File: config.mk
export PLATFORM = sky130hd
export DESIGN_NAME = sync_loss_noise_mux
export DESIGN_NICKNAME = d
export VERILOG_FILES = /design/src/rtl/sync_loss_noise_mux.sv
export SDC_FILE = /design/constraint.sdc
export NUM_CORES = 1
export LEC_CHECK = 0
export CORE_ASPECT_RATIO = 2
export CORE_UTILIZATION = 30
export DETAILED_ROUTE_END_ITERATION = 8
export PLACE_DENSITY_LB_ADDON = 0.15
export SYNTH_ARGS = -nofsm -noshare
export SYNTH_HDL_FRONTEND = slang
export SYNTH_SLANG_ARGS = --single-unit
File: constraint.sdc
create_clock -name clk -period 1.25 [get_ports clk]
set_clock_uncertainty 0.05 [all_clocks]
set_input_delay 0.125 -clock clk [delete_from_list [all_inputs] [get_ports clk]]
set_output_delay 0.125 -clock clk [all_outputs]
set_load 0.02 [all_outputs]
File: src/rtl/sync_loss_noise_mux.sv
// Source-presence tracker and pixel mux: passes the mono source pixel while the
// TRS-80 vsync is present and substitutes PRNG-based static while it is lost.
//
// state     | meaning
// ----------+-------------------------------------------------------------
// LOCKED    | source present, passing src_pixel through
// LOSING    | source present but recent frames had no vsync edge
// NOISE     | source lost, displaying static
// ACQUIRING | still static, counting consecutive frames with a vsync edge
module sync_loss_noise_mux #(
   parameter int LOSS_FRAMES = 4,
   parameter int LOCK_FRAMES = 8,
   parameter int GRAIN       = 2
) (
   input  logic       clk,
   input  logic       rst,
   input  logic [2:0] prn,
   input  logic       pix_ce,
   input  logic       vga_active,
   input  logic       vga_frame_start,
   input  logic       src_vsync,
   input  logic       src_pixel,
   output logic [2:0] pix_out,
   output logic       noise_mode,
   output logic [1:0] state_dbg
);

   typedef enum logic [1:0] {
      LOCKED    = 2'd0,
      LOSING    = 2'd1,
      NOISE     = 2'd2,
      ACQUIRING = 2'd3
   } state_t;

   localparam logic [3:0] LOSS_TC  = 4'(LOSS_FRAMES);
   localparam logic [3:0] LOCK_TC  = 4'(LOCK_FRAMES);
   localparam logic [2:0] GRAIN_TC = 3'(GRAIN - 1);

   state_t     state, state_nx;
   logic [3:0] miss_cnt, miss_nx;
   logic [3:0] hit_cnt, hit_nx;
   logic       src_vsync_d;
   logic       seen;
   logic       edge_det;
   logic       hit;
   logic [2:0] grain_cnt;
   logic [2:0] sample;
   logic [2:0] noise_val;

   assign edge_det  = src_vsync & ~src_vsync_d;
   assign hit       = seen | edge_det;
   assign noise_val = (grain_cnt == 3'd0) ? prn : sample;
   assign state_dbg = state;

   always_ff @(posedge clk) begin
      if (rst) begin
         state       <= NOISE;
         miss_cnt    <= 4'd0;
         hit_cnt     <= 4'd0;
         noise_mode  <= 1'b1;
         src_vsync_d <= 1'b0;
         seen        <= 1'b0;
      end else begin
         state       <= state_nx;
         miss_cnt    <= miss_nx;
         hit_cnt     <= hit_nx;
         noise_mode  <= (state_nx == NOISE) || (state_nx == ACQUIRING);
         src_vsync_d <= src_vsync;
         // a frame start always opens a clean window, even if an edge lands on it
         if (vga_frame_start)
            seen <= 1'b0;
         else if (edge_det)
            seen <= 1'b1;
      end
   end

   always_comb begin
      state_nx = state;
      miss_nx  = miss_cnt;
      hit_nx   = hit_cnt;
      if (vga_frame_start) begin
         case (state)
            LOCKED: begin
               if (!hit) begin
                  if (LOSS_TC == 4'd1) begin
                     state_nx = NOISE;
                     miss_nx  = 4'd0;
                  end else begin
                     state_nx = LOSING;
                     miss_nx  = 4'd1;
                  end
               end
            end
            LOSING: begin
               if (hit) begin
                  state_nx = LOCKED;
                  miss_nx  = 4'd0;
               end else if (miss_cnt >= LOSS_TC - 4'd1) begin
                  state_nx = NOISE;
                  miss_nx  = 4'd0;
               end else begin
                  miss_nx  = miss_cnt + 4'd1;
               end
            end
            NOISE: begin
               if (hit) begin
                  if (LOCK_TC == 4'd1) begin
                     state_nx = LOCKED;
                     hit_nx   = 4'd0;
                  end else begin
                     state_nx = ACQUIRING;
                     hit_nx   = 4'd1;
                  end
               end
            end
            ACQUIRING: begin
               if (!hit) begin
                  state_nx = NOISE;
                  hit_nx   = 4'd0;
               end else if (hit_cnt >= LOCK_TC - 4'd1) begin
                  state_nx = LOCKED;
                  hit_nx   = 4'd0;
               end else begin
                  hit_nx   = hit_cnt + 4'd1;
               end
            end
            default: state_nx = NOISE;
         endcase
      end
   end

   // pixel uses the registered noise_mode, so a coincident frame start does not affect it
   always_ff @(posedge clk) begin
      if (rst) begin
         pix_out   <= 3'd0;
         grain_cnt <= 3'd0;
         sample    <= 3'd0;
      end else begin
         if (pix_ce) begin
            if (grain_cnt == 3'd0)
               sample <= prn;
            if (!vga_active)
               pix_out <= 3'd0;
            else if (noise_mode)
               pix_out <= noise_val;
            else
               pix_out <= {3{src_pixel}};
         end
         if (vga_frame_start)
            grain_cnt <= 3'd0;
         else if (pix_ce)
            grain_cnt <= (grain_cnt == GRAIN_TC) ? 3'd0 : grain_cnt + 3'd1;
      end
   end

endmodule

# ---- Yosys cells after proc, flatten, opt, wreduce, memory -nomap -nowiden
# Index checks and enable logic that the tools add are counted.
dict set report classes {
  n_addsub 3
  magnitude_cmp 2
  n_eq_ne 8
  n_mux 20
  n_bitwise 3
  n_reduce_logical 8
}
# op n
set ops {}
lappend ops {{two-way mux 4 bit} 6}
lappend ops {{case mux 4 bit (2 select lines)} 2}
lappend ops {{two-way mux 2 bit} 7}
lappend ops {{two-way mux 3 bit} 4}
lappend ops {{adder 4 x 1 -> 4 bit, second input constant} 2}
lappend ops {{== test 2 bit, second input constant} 4}
lappend ops {{case mux 2 bit (4 select lines)} 1}
lappend ops {{AND reduction 3 bit} 2}
lappend ops {{greater-or-equal comparator 4 x 2 -> 1 bit, second input constant} 1}
lappend ops {{greater-or-equal comparator 4 x 3 -> 1 bit, second input constant} 1}
lappend ops {{inequality test 2 bit, second input constant} 2}
lappend ops {{nonzero test 2 bit} 2}
lappend ops {{adder 3 x 1 -> 3 bit, second input constant} 1}
lappend ops {{== test 3 x 1 -> 1 bit, second input constant} 1}
lappend ops {{zero test 3 bit} 1}
lappend ops {{== test 2 x 1 -> 1 bit, second input constant} 1}
lappend ops {{zero test 2 bit} 1}
lappend ops {{OR reduction 2 bit} 1}
lappend ops {{AND 1 bit} 1}
lappend ops {{logical OR 1 bit} 1}
lappend ops {{inverter 1 bit} 1}
lappend ops {{OR 1 bit} 1}
dict set report totals {
  reg_bits 22
  in_bits 10
  output_inout_bits 6
  wordCells 53
}

# ---- Logic depth before layout (Yosys ltp)
# Gate-level depths: netlist (run 1).
dict set report logic_depth {
  word_depth 8
  depth_mapped 4
  ltp_nobuf 4
}

# ---- Least setup slack after synthesis (run 1)
# OpenSTA, ideal clock, no wires.
dict set report synth_path {
  path_type {register -> register}
  startpoint {register state[0], in the netlist state_dbg[0]}
  endpoint {register hit_cnt[0]}
  setup_ns 0.119
  arrival_ns 1.211
  slack_ns -0.130
  path_stages_with_launch 5
  path_cell_list {dfxtp_1 buf_6 or2_1 o21a_1 o221a_2}
}
dict set report synth_between {
  elab_chain_len 3
}
# element line
set synth_lines {}
lappend synth_lines {{from (decl)} 39} ;# state_t state, state_nx;
lappend synth_lines {{from (signal assigned)} 64} ;# state <= state_nx;
lappend synth_lines {{== test 2 bit} 82} ;# case (state)
lappend synth_lines {{inequality test 2 bit (no line) or nonzero test 2 bit (tied branches)} n/a}
lappend synth_lines {{AND reduction 3 bit (no line)} n/a}
lappend synth_lines {{to (signal assigned)} 66} ;# hit_cnt <= hit_nx;
lappend synth_lines {{to (decl)} 41} ;# logic [3:0] hit_cnt, hit_nx;
# Several ways; a longest one is shown, not always the timed one.
# A chain may end at the register's enable or synchronous reset.

# ---- Final worst setup path (run 1)
# Same ends and word-level chain as after synthesis.

==> metrics.log, run 1 <==
[metrics] path class of the lowest-slack min-delay path: primary input to flop
[metrics] Placer Congestion: 0.814
[metrics] count of boundary I/O pins: 16
[metrics] reg2reg start: state_dbg[0]
[metrics] Die X-Extent: 44.7 um
[metrics] CTS clock-pin slew for the worst setup and hold paths: 80 ps
[metrics] number of max-slew violations in the final report: 0
[metrics] Setup Viol. Count Final: 2
[metrics] Register-to-Register Path Depth: 3
[metrics] hold buffers post-CTS: 0
[metrics] Post-Synthesis Cell Area: 0.00109 mm^2
[metrics] top cell type by total area after synthesis: dfxtp_1
[metrics] power spent charging and discharging nets: 0.000366 W
[metrics] run status: finished, violations left
[metrics] Die Footprint: 0.00390 mm^2
[metrics] H-Tree Level Count: 1
[metrics] clock root buffer: clkbuf_8
[metrics] post-route standard cell area excluding fillers: 0.00168 mm^2
[metrics] remaining max-slew budget at the tightest pin: 79.8%
[metrics] crit path DAT: 1380 ps
[metrics] die height: 87.3 um
[metrics] TritonCTS clock tree: built
[metrics] share of the cycle needed by the critical path after routing: 102%
[metrics] number of standard cells after synthesis: 111
[metrics] flop2flop setup slack: -30 ps
[metrics] type of the worst setup path: flop to flop
[metrics] clock insertion delay at the later pin of the skew report: 270 ps
[metrics] critical register-to-register path endpoint: hit_cnt[0]
[metrics] slew at the pin closest to its max-slew limit: 302 ps
[metrics] unrepaired setup endpoints after global routing: yes
[metrics] asr flop ratio synth: 0%
[metrics] Detailed Place HPWL: 2070 um
[metrics] total of flip-flops plus latches after synthesis: 22
[metrics] initial antenna violation count: 0
[metrics] part of the power in registers: 49.1%
[metrics] share of total power in the clock network: 34.1%
[metrics] most frequent cells in the layout: buf_4, dfxtp_1, clkdlybuf4s50_1
[metrics] largest net degree at the start of global routing: 13
[metrics] sequential-to-total area share from yosys stat: 40.3%
[metrics] buffer depth of the longest clock path: 2
[metrics] post-route worst hold slack: 107 ps
[metrics] CP max FO: 6
[metrics] global-route wire length before repair: 4460 um
[metrics] minimum setup slack in the final design: -29.3 ps
[metrics] Logic pwr share: 16.9%
[metrics] leakage: 0.657 nW
[metrics] count of nets left with antenna violations after detail routing: 0
[metrics] signed area change from the synthesized netlist to the final layout: 53.5%
[metrics] vias in the first global route: 1,018
[metrics] violated checks: setup timing
[metrics] quantity of I/O buffers inserted on ports: 15
[metrics] leading cell type in the layout, fill and taps excluded: buf_4
[metrics] number of search-and-repair iterations in the first detailed-routing pass: 4
[metrics] number of antenna diodes: 0
[metrics] Int Power: 0.00114 W
[metrics] DRC violations left: 0
[metrics] count of cell types in the netlist: 45
[metrics] power density over the cells: 897 mW/mm^2
[metrics] max-cap check violation count: 0
[metrics] fraction of final layout cells with drive strength greater than 1: 42.1%
[metrics] Detailed Route Iter0 Violations: 23
[metrics] per-instance average area after synthesis: 9.84 um^2
[metrics] worst voltage drop across the vdd grid: 507 uV
[metrics] Setup crit end: hit_cnt[0]
[metrics] Core Rows: 30
[metrics] ys flop type: dfxtp_1
[metrics] number of enable-type register cells in the synthesized netlist: 0
[metrics] worst setup slack after placement: -335 ps
[metrics] total number of vias: 1,018
[metrics] fmax: 782 MHz
[metrics] Vias/cell: 5.09
[metrics] post-synthesis net count: 123
[metrics] startpoint type of the worst setup path: flop
[metrics] required time reported for the critical path endpoint: 1350 ps
[metrics] total gr overflow: 0
[metrics] starting density of the core: 32.0%
[metrics] number of synthesis warnings: 0
[metrics] routed length per placed instance: 13.9 um
[metrics] startpoint of the most critical setup path: state_dbg[0]
[metrics] routed wire length: 2780 um
[metrics] cell area reported after detailed placement: 0.00147 mm^2
[metrics] area of the core: 0.00342 mm^2
[metrics] switching portion of total power: 24.3%
[metrics] Total Routing Usage GR: 15.9%
[metrics] total power draw: 0.00150 W
[metrics] clock buffers created by TritonCTS: 3
[metrics] endpoint type of the worst setup path: flop
[metrics] Final Net Count: 165
[metrics] final count of hold timing violations: 0
[metrics] number of sinks on the clock net: 22
[metrics] cell types occupying the most area after synthesis: dfxtp_1, mux2i_1, a31oi_1, ha_1, nand2b_1
[metrics] post-layout minimum cycle time: 1280 ps
[metrics] Yosys top cell area share: 40.3%
-- cell families after synthesis --
group                      share of synthesized area [%]
and+or+nand+nor                                     23.0
AOI/OAI and AO/OA                                   21.0
DFF                                                 40.3
buffers and inverters                               6.30
muxes                                               5.50
xor gates and xnor gates                            1.60
adders and majority gates                           2.29
-- critical path: stages, from the launching register on --
cell and delay, ps:
dfxtp_4 370, or2_1 220, o21a_1 230, o221a_2 290
-- how the worst min path moves through the flow --
stage | endpoint | startpoint | cells past startpoint
6_report | src_vsync_d | src_vsync | 2
5_1_grt | src_vsync_d | src_vsync | 2
4_1_cts | src_vsync_d | src_vsync | 2
3_5_place_dp | miss_cnt[3] | miss_cnt[3] | 1
3_3_place_gp | miss_cnt[2] | miss_cnt[2] | 1
2_1_floorplan | src_vsync_d | src_vsync | 1
-- area by class of cell --
| type | count | area [um^2] |
|---|---|---|
| multi-input combinational | 76 | 702 |
| sequential | 22 | 463 |
| timing repair buffer | 45 | 378 |
| tap | 48 | 60.1 |
| inverter | 5 | 18.8 |
| fill | 336 | 1740 |
| clock buffer | 4 | 55.1 |
-- Yosys cell counts, types with 2 or more instances --
| cell type | instances |
|---|---|
| nor2b_1 | 2 |
| ha_1 | 2 |
| nand2_1 | 3 |
| o211ai_1 | 2 |
| a21oi_1 | 3 |
| nor3_1 | 5 |
| a31oi_1 | 4 |
| nor2_1 | 3 |
| buf_2 | 4 |
| a21o_1 | 3 |
| o32ai_1 | 2 |
| inv_1 | 5 |
| a211oi_1 | 2 |
| nand4_1 | 2 |
| nor3b_1 | 3 |
| or3_1 | 2 |
| dfxtp_1 | 22 |
| nand2b_1 | 4 |
| buf_6 | 2 |
| o2111ai_1 | 2 |
| and4b_1 | 2 |
| nand3_1 | 4 |
| mux2i_1 | 6 |
-- sequential cells by signal, indices dropped and copies added, names as in the netlist --
| name | count |
|---|---|
| noise_mode | 1 |
| hit_cnt | 4 |
| pix_out | 3 |
| grain_cnt | 3 |
| src_vsync_d | 1 |
| state_dbg | 2 |
| sample | 3 |
| seen | 1 |
| miss_cnt | 4 |
-- power groups by stage --
stage                     clock network, W  logic, W  registers [W]
after global routing              0.000579  0.000273       0.000742
after floorplan                          0  0.000120       0.000760
after global placement                   0  0.000228       0.000756
final                             0.000513  0.000254       0.000738
after CTS                         0.000529  0.000244       0.000742
after detailed placement                 0  0.000232       0.000757
-- per-layer routing --
layer  vias to the layer above  GRT usage (%)  routed length [um]
met5                         -              0                   0
met4                         0           11.0                  70
met3                         5           2.70                  82
met2                        23           28.5                1530
met1                       488           15.6                1090
li1                        502              -                   -
-- stage by stage --
step / utilization, % / instances / setup TNS (ps)
4_1_cts: 46.6 / 199 / -120
3_3_place_gp: 43.0 / 194 / -3110
6_report: 49.1 / 200 / -31.2
3_5_place_dp: 43.0 / 194 / -3670
2_1_floorplan: - / 111 / -132
5_1_grt: 49.1 / 200 / -171
-- repair_timing --
action,CTS,global route
endpoints found under the setup margin,17,14
pin swaps,7,9
gates cloned,0,0
resized for setup,23,19
buffers inserted,2,1
(Power assumes the default switching activity.)
==> inputs of run 2 (changes only) <==
--- a/config.mk
+++ b/config.mk
@@ -5,6 +5,7 @@
 export SDC_FILE = /design/constraint.sdc
 export NUM_CORES = 1
 export LEC_CHECK = 0
+export CAP_MARGIN = 20
 export CORE_ASPECT_RATIO = 2
 export CORE_UTILIZATION = 30
 export DETAILED_ROUTE_END_ITERATION = 8
==> results of run 2 <==
Same layout as run 1: the final DEF is identical, and so are final timing and power.
==> inputs of run 3 (changes only) <==
--- a/config.mk
+++ b/config.mk
@@ -10,6 +10,7 @@
 export CORE_UTILIZATION = 30
 export DETAILED_ROUTE_END_ITERATION = 8
 export PLACE_DENSITY_LB_ADDON = 0.15
+export SKIP_LAST_GASP = 1
 export SYNTH_ARGS = -nofsm -noshare
 export SYNTH_HDL_FRONTEND = slang
 export SYNTH_SLANG_ARGS = --single-unit
==> run 3 against run 2 <==
Against the previous run:
- the flow still finishes with violations (setup timing)
- routed wire length is 0.43% lower
- non-clock buffer count is the same
- register-to-register slack about the same
- total power barely moved
- core utilization shrank 0.22 points
- die area unchanged
- cell count stayed put
- clock power is essentially flat
- global-route usage stayed put
- sequential share of layout area up 0.12 points
- combinational power about the same
- critical path type unchanged
==> metrics.log, run 3 (synthesis gave the netlist of run 1 again) <==
[metrics] global-route wire length before repair: 4460 um (unchanged)
[metrics] number of max-slew violations in the final report: 0 (unchanged)
[metrics] footprint of the multi-input gates: 694 um^2 (-1.1%)
[metrics] leakage: 0.657 nW (-0.11%)
[metrics] part of the power in registers: 49.1% (about the same)
[metrics] cell area reported after detailed placement: 0.00147 mm^2 (unchanged)
[metrics] fmax: 781 MHz (about the same)
[metrics] number of antenna diodes: 0 (unchanged)
[metrics] Setup Viol. Count Final: 2 (unchanged)
[metrics] buffer depth of the longest clock path: 2 (unchanged)
[metrics] share of total power in the clock network: 34.1% (about the same)
[metrics] fraction of final layout cells with drive strength greater than 1: 42.1% (unchanged)
[metrics] Detailed Place HPWL: 2070 um (unchanged)
[metrics] starting density of the core: 32.0% (unchanged)
[metrics] crit path cell chain: or2_1 > o21a_1 > o221a_2
[metrics] post-route worst hold slack: 113 ps (+5.68 ps)
[metrics] required time reported for the critical path endpoint: 1350 ps (about the same)
[metrics] power spent charging and discharging nets: 0.000366 W (about the same)
[metrics] switching portion of total power: 24.3% (about the same)
[metrics] vias in the first global route: 1,018 (unchanged)
[metrics] path class of the lowest-slack min-delay path: primary input to flop
[metrics] clock root buffer: clkbuf_8
[metrics] clock buffers created by TritonCTS: 3 (unchanged)
[metrics] area of the core: 0.00342 mm^2 (unchanged)
[metrics] H-Tree Level Count: 1 (unchanged)
[metrics] signed area change from the synthesized netlist to the final layout: 52.8%
[metrics] setup_tns: -30.3 ps (+0.905 ps)
[metrics] unrepaired setup endpoints after global routing: yes
[metrics] minimum setup slack in the final design: -30.1 ps (-0.761 ps)
[metrics] quantity of I/O buffers inserted on ports: 15 (unchanged)
[metrics] CTS clock-pin slew for the worst setup and hold paths: 80 ps (about the same)
[metrics] worst voltage drop across the vdd grid: 505 uV (-0.32%)
[metrics] most frequent cells in the layout: buf_4, dfxtp_1, clkdlybuf4s50_1
[metrics] Die Footprint: 0.00390 mm^2 (unchanged)
[metrics] cell family with the largest share of critical-path delay: compound AO/OA/AOI/OAI gates
[metrics] total number of vias: 1,013 (-0.49%)
[metrics] crit path DAT: 1380 ps (about the same)
[metrics] startpoint type of the worst setup path: flop
[metrics] Total Routing Usage GR: 15.9% (unchanged)
[metrics] CP max FO: 6 (unchanged)
[metrics] slowest cell delay on critical path: 370 ps (about the same)
[metrics] DRC violations left: 0 (unchanged)
[metrics] Core Rows: 30 (unchanged)
[metrics] count of boundary I/O pins: 16 (unchanged)
[metrics] power density over the cells: 901 mW/mm^2 (+0.44%)
[metrics] leading cell type in the layout, fill and taps excluded: buf_4
[metrics] Int Power: 0.00114 W (about the same)
[metrics] routed length per placed instance: 13.8 um (-0.43%)
[metrics] post-layout minimum cycle time: 1280 ps (+0.761 ps)
[metrics] Vias/cell: 5.07 (-0.49%)
[metrics] max-cap check violation count: 0 (unchanged)
[metrics] Die X-Extent: 44.7 um (unchanged)
[metrics] largest net degree at the start of global routing: 13 (unchanged)
[metrics] slew at the pin closest to its max-slew limit: 302 ps (+0.148 ps)
[metrics] buffers plus inverters on the worst setup path: 0 (unchanged)
[metrics] total gr overflow: 0 (unchanged)
[metrics] clock insertion delay at the later pin of the skew report: 270 ps (about the same)
[metrics] die height: 87.3 um (unchanged)
[metrics] violated checks: setup timing
[metrics] Logic pwr share: 16.8% (about the same)
[metrics] routed wire length: 2760 um (-0.43%)
[metrics] type of the worst setup path: flop to flop
[metrics] flip-flop and latch area: 463 um^2 (unchanged)
[metrics] number of search-and-repair iterations in the first detailed-routing pass: 4 (unchanged)
[metrics] total power draw: 0.00150 W (about the same)
[metrics] number of filler instances in the final layout: 336 (unchanged)
[metrics] run status: finished, violations left
[metrics] final count of hold timing violations: 0 (unchanged)
[metrics] slowest stage cell, crit path: dfxtp_4
[metrics] count of nets left with antenna violations after detail routing: 0 (unchanged)
[metrics] Detailed Route Iter0 Violations: 25 (+8.7%)
[metrics] share of the cycle needed by the critical path after routing: 102% (about the same)
[metrics] initial antenna violation count: 0 (unchanged)
[metrics] TritonCTS clock tree: built
[metrics] number of sinks on the clock net: 22 (unchanged)
[metrics] biggest regs: hit_cnt x4, miss_cnt x4
[metrics] endpoint type of the worst setup path: flop
[metrics] Final Net Count: 165 (unchanged)
[metrics] Placer Congestion: 0.814 (unchanged)
[metrics] post-route standard cell area excluding fillers: 0.00167 mm^2 (-0.45%)
[metrics] hold buffers post-CTS: 0 (unchanged)
[metrics] remaining max-slew budget at the tightest pin: 79.8% (about the same)
==> run 3: cell counts in the layout (fill, tap and decap cells not counted) <==
No cell type changed its count.
==> run 3: worst paths after layout <==
path | from | endpoint | slack (ps) | cells after the start
hold / removal | src_vsync | src_vsync_d | 110 | 2
setup reg to reg | state_dbg[0] | hit_cnt[0] | -30 | 3
hold reg to reg | sample[2] | sample[2] | 450 | 2
setup / recovery | state_dbg[0] | hit_cnt[0] | -30 | 3
==> run 3: timing repair <==
item / CTS / global route
endpoints found under the setup margin: 17 / 14
resized for setup: 23 / 18
pin swaps: 7 / 8
buffers inserted: 2 / 1
==> run 3: power by group through the flow <==
stage / combinational [W] / sequential, W / clock, W
floorplan: 0.000120 / 0.000760 / 0
global placement: 0.000228 / 0.000756 / 0
detailed placement: 0.000232 / 0.000757 / 0
CTS: 0.000244 / 0.000742 / 0.000529
global route: 0.000272 / 0.000742 / 0.000579
finish: 0.000253 / 0.000738 / 0.000513
==> run 3: cell type report <==
type | instances | area share [%]
sequential | 22 | 27.7
timing repair buffer | 45 | 22.6
tap | 48 | 3.60
clock buffer | 4 | 3.30
inverter | 5 | 1.12
multi-input combinational | 76 | 41.6
==> run 3: metrics by stage <==
step / setup slack [ps] / util (%) / std cells
after floorplan: -87.8 / - / 111
after global placement: -308 / 43.0 / 194
after detailed placement: -335 / 43.0 / 194
after CTS: -29.7 / 46.6 / 199
after global routing: -49.0 / 48.9 / 200
final: -30.1 / 48.9 / 200
==> run 3: layer usage <==
metal	part of all wire [%]	global-route usage [%]
met1	39	15.6
met2	55	28.5
met3	3.0	2.70
met4	2.5	11.0
met5	0	0
==> run 3: worst register-to-register path, stage by stage (launching register included) <==
cell,delay (ps)
dfxtp_4,370
or2_1,220
o21a_1,230
o221a_2,290
